[config.mk]
export PLATFORM = sky130hd
export DESIGN_NAME = apb_cmp_timer_flat
export DESIGN_NICKNAME = d
export VERILOG_FILES = /design/src/rtl/apb_cmp_timer_if.sv /design/src/rtl/apb_cmp_timer.sv /design/src/flat_wrapper.sv
export SDC_FILE = /design/constraint.sdc
export NUM_CORES = 1
export LEC_CHECK = 0
export BUFFER_PORTS_ARGS = -buffer_cell sky130_fd_sc_hd__clkbuf_2
export CAP_MARGIN = 20
export CORE_ASPECT_RATIO = 1.4
export CORE_MARGIN = 10
export CORE_UTILIZATION = 36
export CTS_BUF_LIST = sky130_fd_sc_hd__clkbuf_4
export DETAILED_ROUTE_END_ITERATION = 10
export PLACE_DENSITY = 0.6
export SLEW_MARGIN = 0
export SYNTH_ARGS = -nofsm -noshare
export SYNTH_HDL_FRONTEND = slang
export SYNTH_SLANG_ARGS = --single-unit
[constraint.sdc]
create_clock -name HCLK -period 5.59 [get_ports HCLK]
set_clock_uncertainty 0.1 [all_clocks]
set_input_delay 0.2795 -clock HCLK [delete_from_list [all_inputs] [get_ports HCLK]]
set_output_delay 0.2795 -clock HCLK [all_outputs]
set_load 0.05 [all_outputs]
[src/rtl/apb_cmp_timer_if.sv]
// APB slave-side bus bundle for apb_cmp_timer.
// Ports: PADDR/PWDATA/PWRITE/PSEL/PENABLE in, PRDATA/PREADY/PSLVERR out.
interface apb_cmp_timer_if #(
    parameter int APB_ADDR_WIDTH = 12
);
    logic [APB_ADDR_WIDTH-1:0] PADDR;
    logic [31:0]               PWDATA;
    logic                      PWRITE;
    logic                      PSEL;
    logic                      PENABLE;
    logic [31:0]               PRDATA;
    logic                      PREADY;
    logic                      PSLVERR;

    modport master (
        output PADDR, PWDATA, PWRITE, PSEL, PENABLE,
        input  PRDATA, PREADY, PSLVERR
    );

    modport slave (
        input  PADDR, PWDATA, PWRITE, PSEL, PENABLE,
        output PRDATA, PREADY, PSLVERR
    );
endinterface

[src/rtl/apb_cmp_timer.sv]
// Two-channel compare/overflow timer with APB register access.
// Ports: HCLK, HRESETn (async active-low), apb (slave modport),
// irq_o = {cmp1, ovf1, cmp0, ovf0} single-cycle registered pulses.
module apb_cmp_timer #(
    parameter int APB_ADDR_WIDTH = 12,
    parameter int CNT_WIDTH      = 32,
    parameter int PRESC_WIDTH    = 3
) (
    input  logic             HCLK,
    input  logic             HRESETn,
    apb_cmp_timer_if.slave   apb,
    output logic [3:0]       irq_o
);
    // Prescaler counter wide enough for the largest 2^PRESC-1 terminal value.
    localparam int PCW = (1 << PRESC_WIDTH) - 1;

    logic [CNT_WIDTH-1:0]   r_cnt   [2];
    logic [CNT_WIDTH-1:0]   r_cmp   [2];
    logic                   r_en    [2];
    logic [PRESC_WIDTH-1:0] r_presc [2];
    logic [PCW-1:0]         r_pc    [2];
    logic [3:0]             r_irq;

    logic [2:0]  w_off;
    logic        w_ch;
    logic        w_mapped;
    logic        w_wr;
    logic [1:0]  w_wr_cnt;
    logic [1:0]  w_wr_ctrl;
    logic [1:0]  w_wr_cmp;
    logic [1:0]  w_tick;
    logic [PCW-1:0] w_lim [2];
    logic [31:0] w_rdata;
    logic        w_unused;

    assign w_off    = apb.PADDR[4:2];
    assign w_ch     = w_off[2];
    assign w_mapped = (apb.PADDR[APB_ADDR_WIDTH-1:5] == '0)
                   && (w_off[1:0] != 2'b11);
    assign w_wr     = apb.PSEL && apb.PENABLE && apb.PWRITE && w_mapped;
    assign w_unused = ^{apb.PADDR[1:0], apb.PWDATA};

    always_comb begin
        w_wr_cnt  = '0;
        w_wr_ctrl = '0;
        w_wr_cmp  = '0;
        w_tick    = '0;
        for (int i = 0; i < 2; i++) begin
            // Low PRESC bits set: terminal count of the prescaler.
            w_lim[i]     = ~({PCW{1'b1}} << r_presc[i]);
            w_tick[i]    = r_en[i] && (r_pc[i] == w_lim[i]);
            w_wr_cnt[i]  = w_wr && (w_ch == i[0]) && (w_off[1:0] == 2'd0);
            w_wr_ctrl[i] = w_wr && (w_ch == i[0]) && (w_off[1:0] == 2'd1);
            w_wr_cmp[i]  = w_wr && (w_ch == i[0]) && (w_off[1:0] == 2'd2);
        end
    end

    always_ff @(posedge HCLK or negedge HRESETn) begin
        if (!HRESETn) begin
            r_irq <= '0;
            for (int i = 0; i < 2; i++) begin
                r_cnt[i]   <= '0;
                r_cmp[i]   <= '0;
                r_en[i]    <= 1'b0;
                r_presc[i] <= '0;
                r_pc[i]    <= '0;
            end
        end else begin
            r_irq <= '0;
            for (int i = 0; i < 2; i++) begin
                // A bus write to CNT overrides this cycle's tick entirely.
                if (w_wr_cnt[i]) begin
                    r_cnt[i] <= apb.PWDATA[CNT_WIDTH-1:0];
                end else if (w_tick[i]) begin
                    if (r_cnt[i] == r_cmp[i]) begin
                        r_cnt[i]     <= '0;
                        r_irq[2*i+1] <= 1'b1;
                    end else if (&r_cnt[i]) begin
                        r_cnt[i]   <= '0;
                        r_irq[2*i] <= 1'b1;
                    end else begin
                        r_cnt[i] <= r_cnt[i] + 1'b1;
                    end
                end

                if (w_wr_cnt[i] || w_wr_ctrl[i]) begin
                    r_pc[i] <= '0;
                end else if (w_tick[i]) begin
                    r_pc[i] <= '0;
                end else if (r_en[i]) begin
                    r_pc[i] <= r_pc[i] + 1'b1;
                end

                if (w_wr_ctrl[i]) begin
                    r_en[i]    <= apb.PWDATA[0];
                    r_presc[i] <= apb.PWDATA[3 +: PRESC_WIDTH];
                end

                if (w_wr_cmp[i]) begin
                    r_cmp[i] <= apb.PWDATA[CNT_WIDTH-1:0];
                end
            end
        end
    end

    always_comb begin
        w_rdata = '0;
        if (apb.PSEL && w_mapped) begin
            case (w_off[1:0])
                2'd0:    w_rdata = 32'(r_cnt[w_ch]);
                2'd1:    w_rdata = 32'({r_presc[w_ch], 2'b00, r_en[w_ch]});
                2'd2:    w_rdata = 32'(r_cmp[w_ch]);
                default: w_rdata = '0;
            endcase
        end
    end

    assign apb.PRDATA  = w_rdata;
    assign apb.PREADY  = 1'b1;
    assign apb.PSLVERR = apb.PSEL && apb.PENABLE && !w_mapped;
    assign irq_o       = r_irq;
endmodule

[src/flat_wrapper.sv]
// flat-port wrapper written by rule: the top's interface ports become plain ports
module apb_cmp_timer_flat 
#(
    parameter int APB_ADDR_WIDTH = 12,
    parameter int CNT_WIDTH      = 32,
    parameter int PRESC_WIDTH    = 3
)
  (HCLK, HRESETn, irq_o, apb_PADDR, apb_PWDATA, apb_PWRITE, apb_PSEL, apb_PENABLE, apb_PRDATA, apb_PREADY, apb_PSLVERR);
  apb_cmp_timer_if #(.APB_ADDR_WIDTH(APB_ADDR_WIDTH)) apb_i ();
  input  logic HCLK;
  input  logic HRESETn;
  output logic [3:0] irq_o;
  input wire logic [$bits(apb_i.PADDR)-1:0] apb_PADDR;
  input wire logic [$bits(apb_i.PWDATA)-1:0] apb_PWDATA;
  input wire logic [$bits(apb_i.PWRITE)-1:0] apb_PWRITE;
  input wire logic [$bits(apb_i.PSEL)-1:0] apb_PSEL;
  input wire logic [$bits(apb_i.PENABLE)-1:0] apb_PENABLE;
  output wire logic [$bits(apb_i.PRDATA)-1:0] apb_PRDATA;
  output wire logic [$bits(apb_i.PREADY)-1:0] apb_PREADY;
  output wire logic [$bits(apb_i.PSLVERR)-1:0] apb_PSLVERR;
  assign apb_i.PADDR = apb_PADDR;
  assign apb_i.PWDATA = apb_PWDATA;
  assign apb_i.PWRITE = apb_PWRITE;
  assign apb_i.PSEL = apb_PSEL;
  assign apb_i.PENABLE = apb_PENABLE;
  assign apb_PRDATA = apb_i.PRDATA;
  assign apb_PREADY = apb_i.PREADY;
  assign apb_PSLVERR = apb_i.PSLVERR;
  apb_cmp_timer #(.APB_ADDR_WIDTH(APB_ADDR_WIDTH), .CNT_WIDTH(CNT_WIDTH), .PRESC_WIDTH(PRESC_WIDTH)) u_core (.HCLK(HCLK), .HRESETn(HRESETn), .apb(apb_i), .irq_o(irq_o));
endmodule
==> flow_summary.yaml <==
power_and_ir_drop:
  vdd_drop_max_mv: 0.115
  powerDensity_nw_per_um2: 180
  leakagePower_nw: 4.73
floorplanning:
  fp.dieW_um: 162
  coreArea_sq_um: 27700
  pin_count: 87
  die-height_um: 218
  dieArea_sq_um: 35200
  fp-row-count: 72
  initial_utilization_pct: 36.5
sta:
  setup_viol: 0
  fmax_mhz: 293
  finalSetupTns_ns: 0
  hold_viol: 0
  relSlewSlack_pct: 24.5
  maxSlewViolCount: 0
  grt_setup_unrepaired: "false"
  period_share_pct: 61.1
  finalCriticalPeriod_ns: 3.41
  timing.hold.ws_ns: 0.151
  worst_pin_slew_ns: 1.13
final_layout:
  fillers: 2820
  nets: 1183
  final_common_cell: "dfrtp_1"
  fin_area_sq_um: 11300
  layout_common_cells: "154 x dfrtp_1, 90 x nand2_1, 82 x clkbuf_2"
  drive_gt1_share_pct: 21.2
  synthToLayoutAreaGrowth_pct: 12.2
global_routing:
  met3_usage_pct: 2.60
  grtUsageTotal_pct: 18.7
  grt_max_degree: 102
  grt_busiest_layer: "met2"
  met2_usage_pct: 32.2
  antenna_found_initial: 1
  first_global_vias: 8631
  grt_overflow: 0
  use_met1_pct: 23.5
  grt_first_pass_wirelength_mm: 51.7
worst_hold_path:
  min_path_type: "primary input to flop"
setup_path:
  reg2reg_setup_slack_ns: 2.18
  crit_chain: "and3_1 > o31ai_1 > a22o_1 > nand3_1 > nor3_2 > a32oi_1 > o21ai_0"
  critPathCaptureType: "flop"
  worst_path_largest_cell_delay_ns: 0.96
  cpMaxStageDelayCell: "nor3_2"
  critical_path_buf_inv_count: 0
  arrival_ns: 3.83
  critical-path-top-delay-family: "simple AND/OR/NAND/NOR gates"
  path_max_fanout: 26
  crit_required_ns: 6.01
  critPathLaunchType: "flop"
  criticalPathCategory: "flop to flop"
clock_network:
  clockBufferDepth: 2
  cts_hold_buf: 33
  postCtsSetupRepairBufs: 0
  clk_pin_slew_worst_paths_ns: 0.13
  cts.htree.levels: 4
  clock-root-buffer: "clkbuf_4"
  clock-sinks: 154
  cts-buffers-inserted: 17
  clk_latency_ns: 0.60
  cts_tree: "yes"
  post_cts_resized: 0
routing:
  drtIter0Drc: 626
  dr.pass1.iters: 5
  drc_errors: 0
  viasPerCell: 5.77
  routedWlPerCell_um: 21.9
  routed_wirelength_mm: 33.1
  antenna_left: 0
  vias: 8742
synth:
  avgSynthCellArea_sq_um: 9.49
  synth-seq-area-share_pct: 38.2
  yosysTopAreaCellShare_pct: 38.2
  synth-main-ff-cell: "dfrtp_1"
  syn_inst: 1064
  synth-edff-count: 0
  synthesis.nets: 1117
  ys_types: 68
  yosysTopAreaCell: "dfrtp_1"
  async_flop_share_pct: 100
  ys_top_cells_by_area: "dfrtp_1 38%, mux2_2 8.1%, mux4_2 6.2%"
  synth_seq_cells: 154
  ys.warnings.count: 0
  syn-cell-area_sq_um: 10100
placement:
  place.port_buffers: 83
  gp_congestion: 0.887
  dpl.hpwl_mm: 24.2
  placed_area_sq_um: 10700
flow_run:
  max_cap_viol_count: 0
run_status:
  status: "complete, no violations"
## through the flow
| stage | instances | power (mW) | setup slack (ns) | utilization (%) |
|---|---|---|---|---|
| after floorplan | 1064 | 1.22 | 2.70 | - |
| after global placement | 1448 | 1.31 | 2.28 | 38.7 |
| after detailed placement | 1448 | 1.31 | 2.30 | 38.7 |
| after CTS | 1513 | 2.05 | 2.25 | 41.0 |
| after global routing | 1514 | 2.11 | 1.97 | 41.0 |
| final | 1514 | 2.04 | 2.18 | 41.0 |
## synth_stat cells, types with 4 or more instances
| library cell | instances |
|---|---|
| a211oi_1 | 9 |
| and2_1 | 7 |
| buf_1 | 5 |
| clkbuf_1 | 38 |
| o22a_1 | 8 |
| or2_2 | 8 |
| nor3b_1 | 8 |
| a221o_1 | 12 |
| o31ai_1 | 12 |
| mux2i_1 | 16 |
| a21o_1 | 8 |
| nor3_1 | 23 |
| nor2b_1 | 33 |
| o21ai_0 | 53 |
| a2bb2oi_1 | 4 |
| mux2_2 | 73 |
| nor4_1 | 14 |
| buf_2 | 25 |
| inv_1 | 21 |
| nand3_1 | 67 |
| and3_1 | 16 |
| nand2b_1 | 6 |
| xnor2_1 | 66 |
| mux4_2 | 28 |
| nand4_1 | 30 |
| a31oi_1 | 13 |
| ha_1 | 4 |
| nand2_1 | 90 |
| or4_1 | 4 |
| buf_4 | 5 |
| nor2_1 | 70 |
| or3_1 | 9 |
| a21oi_1 | 43 |
| a22oi_1 | 10 |
| dfrtp_1 | 154 |
| a21boi_0 | 13 |
## worst paths after layout
| check | start | endpoint | cells after the start |
|---|---|---|---|
| worst max-delay path | u_core.r_presc[1]$_DFFE_PN0P_ | u_core.r_cnt[25]$_DFFE_PN0P_ | 7 |
| worst min-delay path | apb_PADDR[3] | u_core.r_pc[2]$_DFFE_PN0P_ | 5 |
| worst max register to register | u_core.r_presc[1]$_DFFE_PN0P_ | u_core.r_cnt[25]$_DFFE_PN0P_ | 7 |
| worst min register to register | u_core.r_cmp[28]$_DFFE_PN0P_ | u_core.r_cmp[28]$_DFFE_PN0P_ | 2 |
| max in group asynchronous | HRESETn | u_core.r_cmp[1]$_DFFE_PN0P_ | 3 |
| min in group asynchronous | HRESETn | u_core.r_cnt[11]$_DFFE_PN0P_ | 2 |
## power breakdown
group          total, mW  internal [mW]  switching, mW
Combinational      0.165         0.0652         0.0998
Sequential          1.14           1.12         0.0145
Clock              0.736          0.302          0.435
## registers in the layout, indices dropped and copies added (netlist names)
name	flops
u_core.irq_o	4
u_core.r_cmp	64
u_core.r_cnt	64
u_core.r_en	2
u_core.r_pc	14
u_core.r_presc	6
## area by class of cell
class                      count  area, sq um  area share [%]
antenna                        1         2.50          0.0221
timing repair buffer         124          812            7.17
clock buffer                  17          128            1.13
tap                          370          463            4.09
clock inverter                15          156            1.38
inverter                      21         78.8           0.696
sequential                   154         3850            34.0
multi-input combinational    812         5830            51.5
## cell families after synthesis
| family | after synthesis | synth area share [%] |
|---|---|---|
| DFF | 154 | 38.2 |
| other | 1 | 0.0372 |
| xor gates and xnor gates | 68 | 5.90 |
| adders and majority gates | 5 | 0.595 |
| muxes | 117 | 16.0 |
| and+or+nand+nor | 404 | 20.7 |
| buffers and inverters | 98 | 4.25 |
| AOI/OAI and AO/OA | 217 | 14.4 |
## layer usage
metal	vias up	wire [um]
met5	-	0
met2	307	16500
met1	4353	14000
met4	0	901
met3	54	1690
li1	4028	-
## tightest hold or removal path: stages
cell and delay, ns:
clkbuf_2 0.10, or3b_2 0.18, nand2b_1 0.08, o21ai_0 0.07
a21o_1 0.11
No activity file was read; power rests on OpenSTA's default activity.
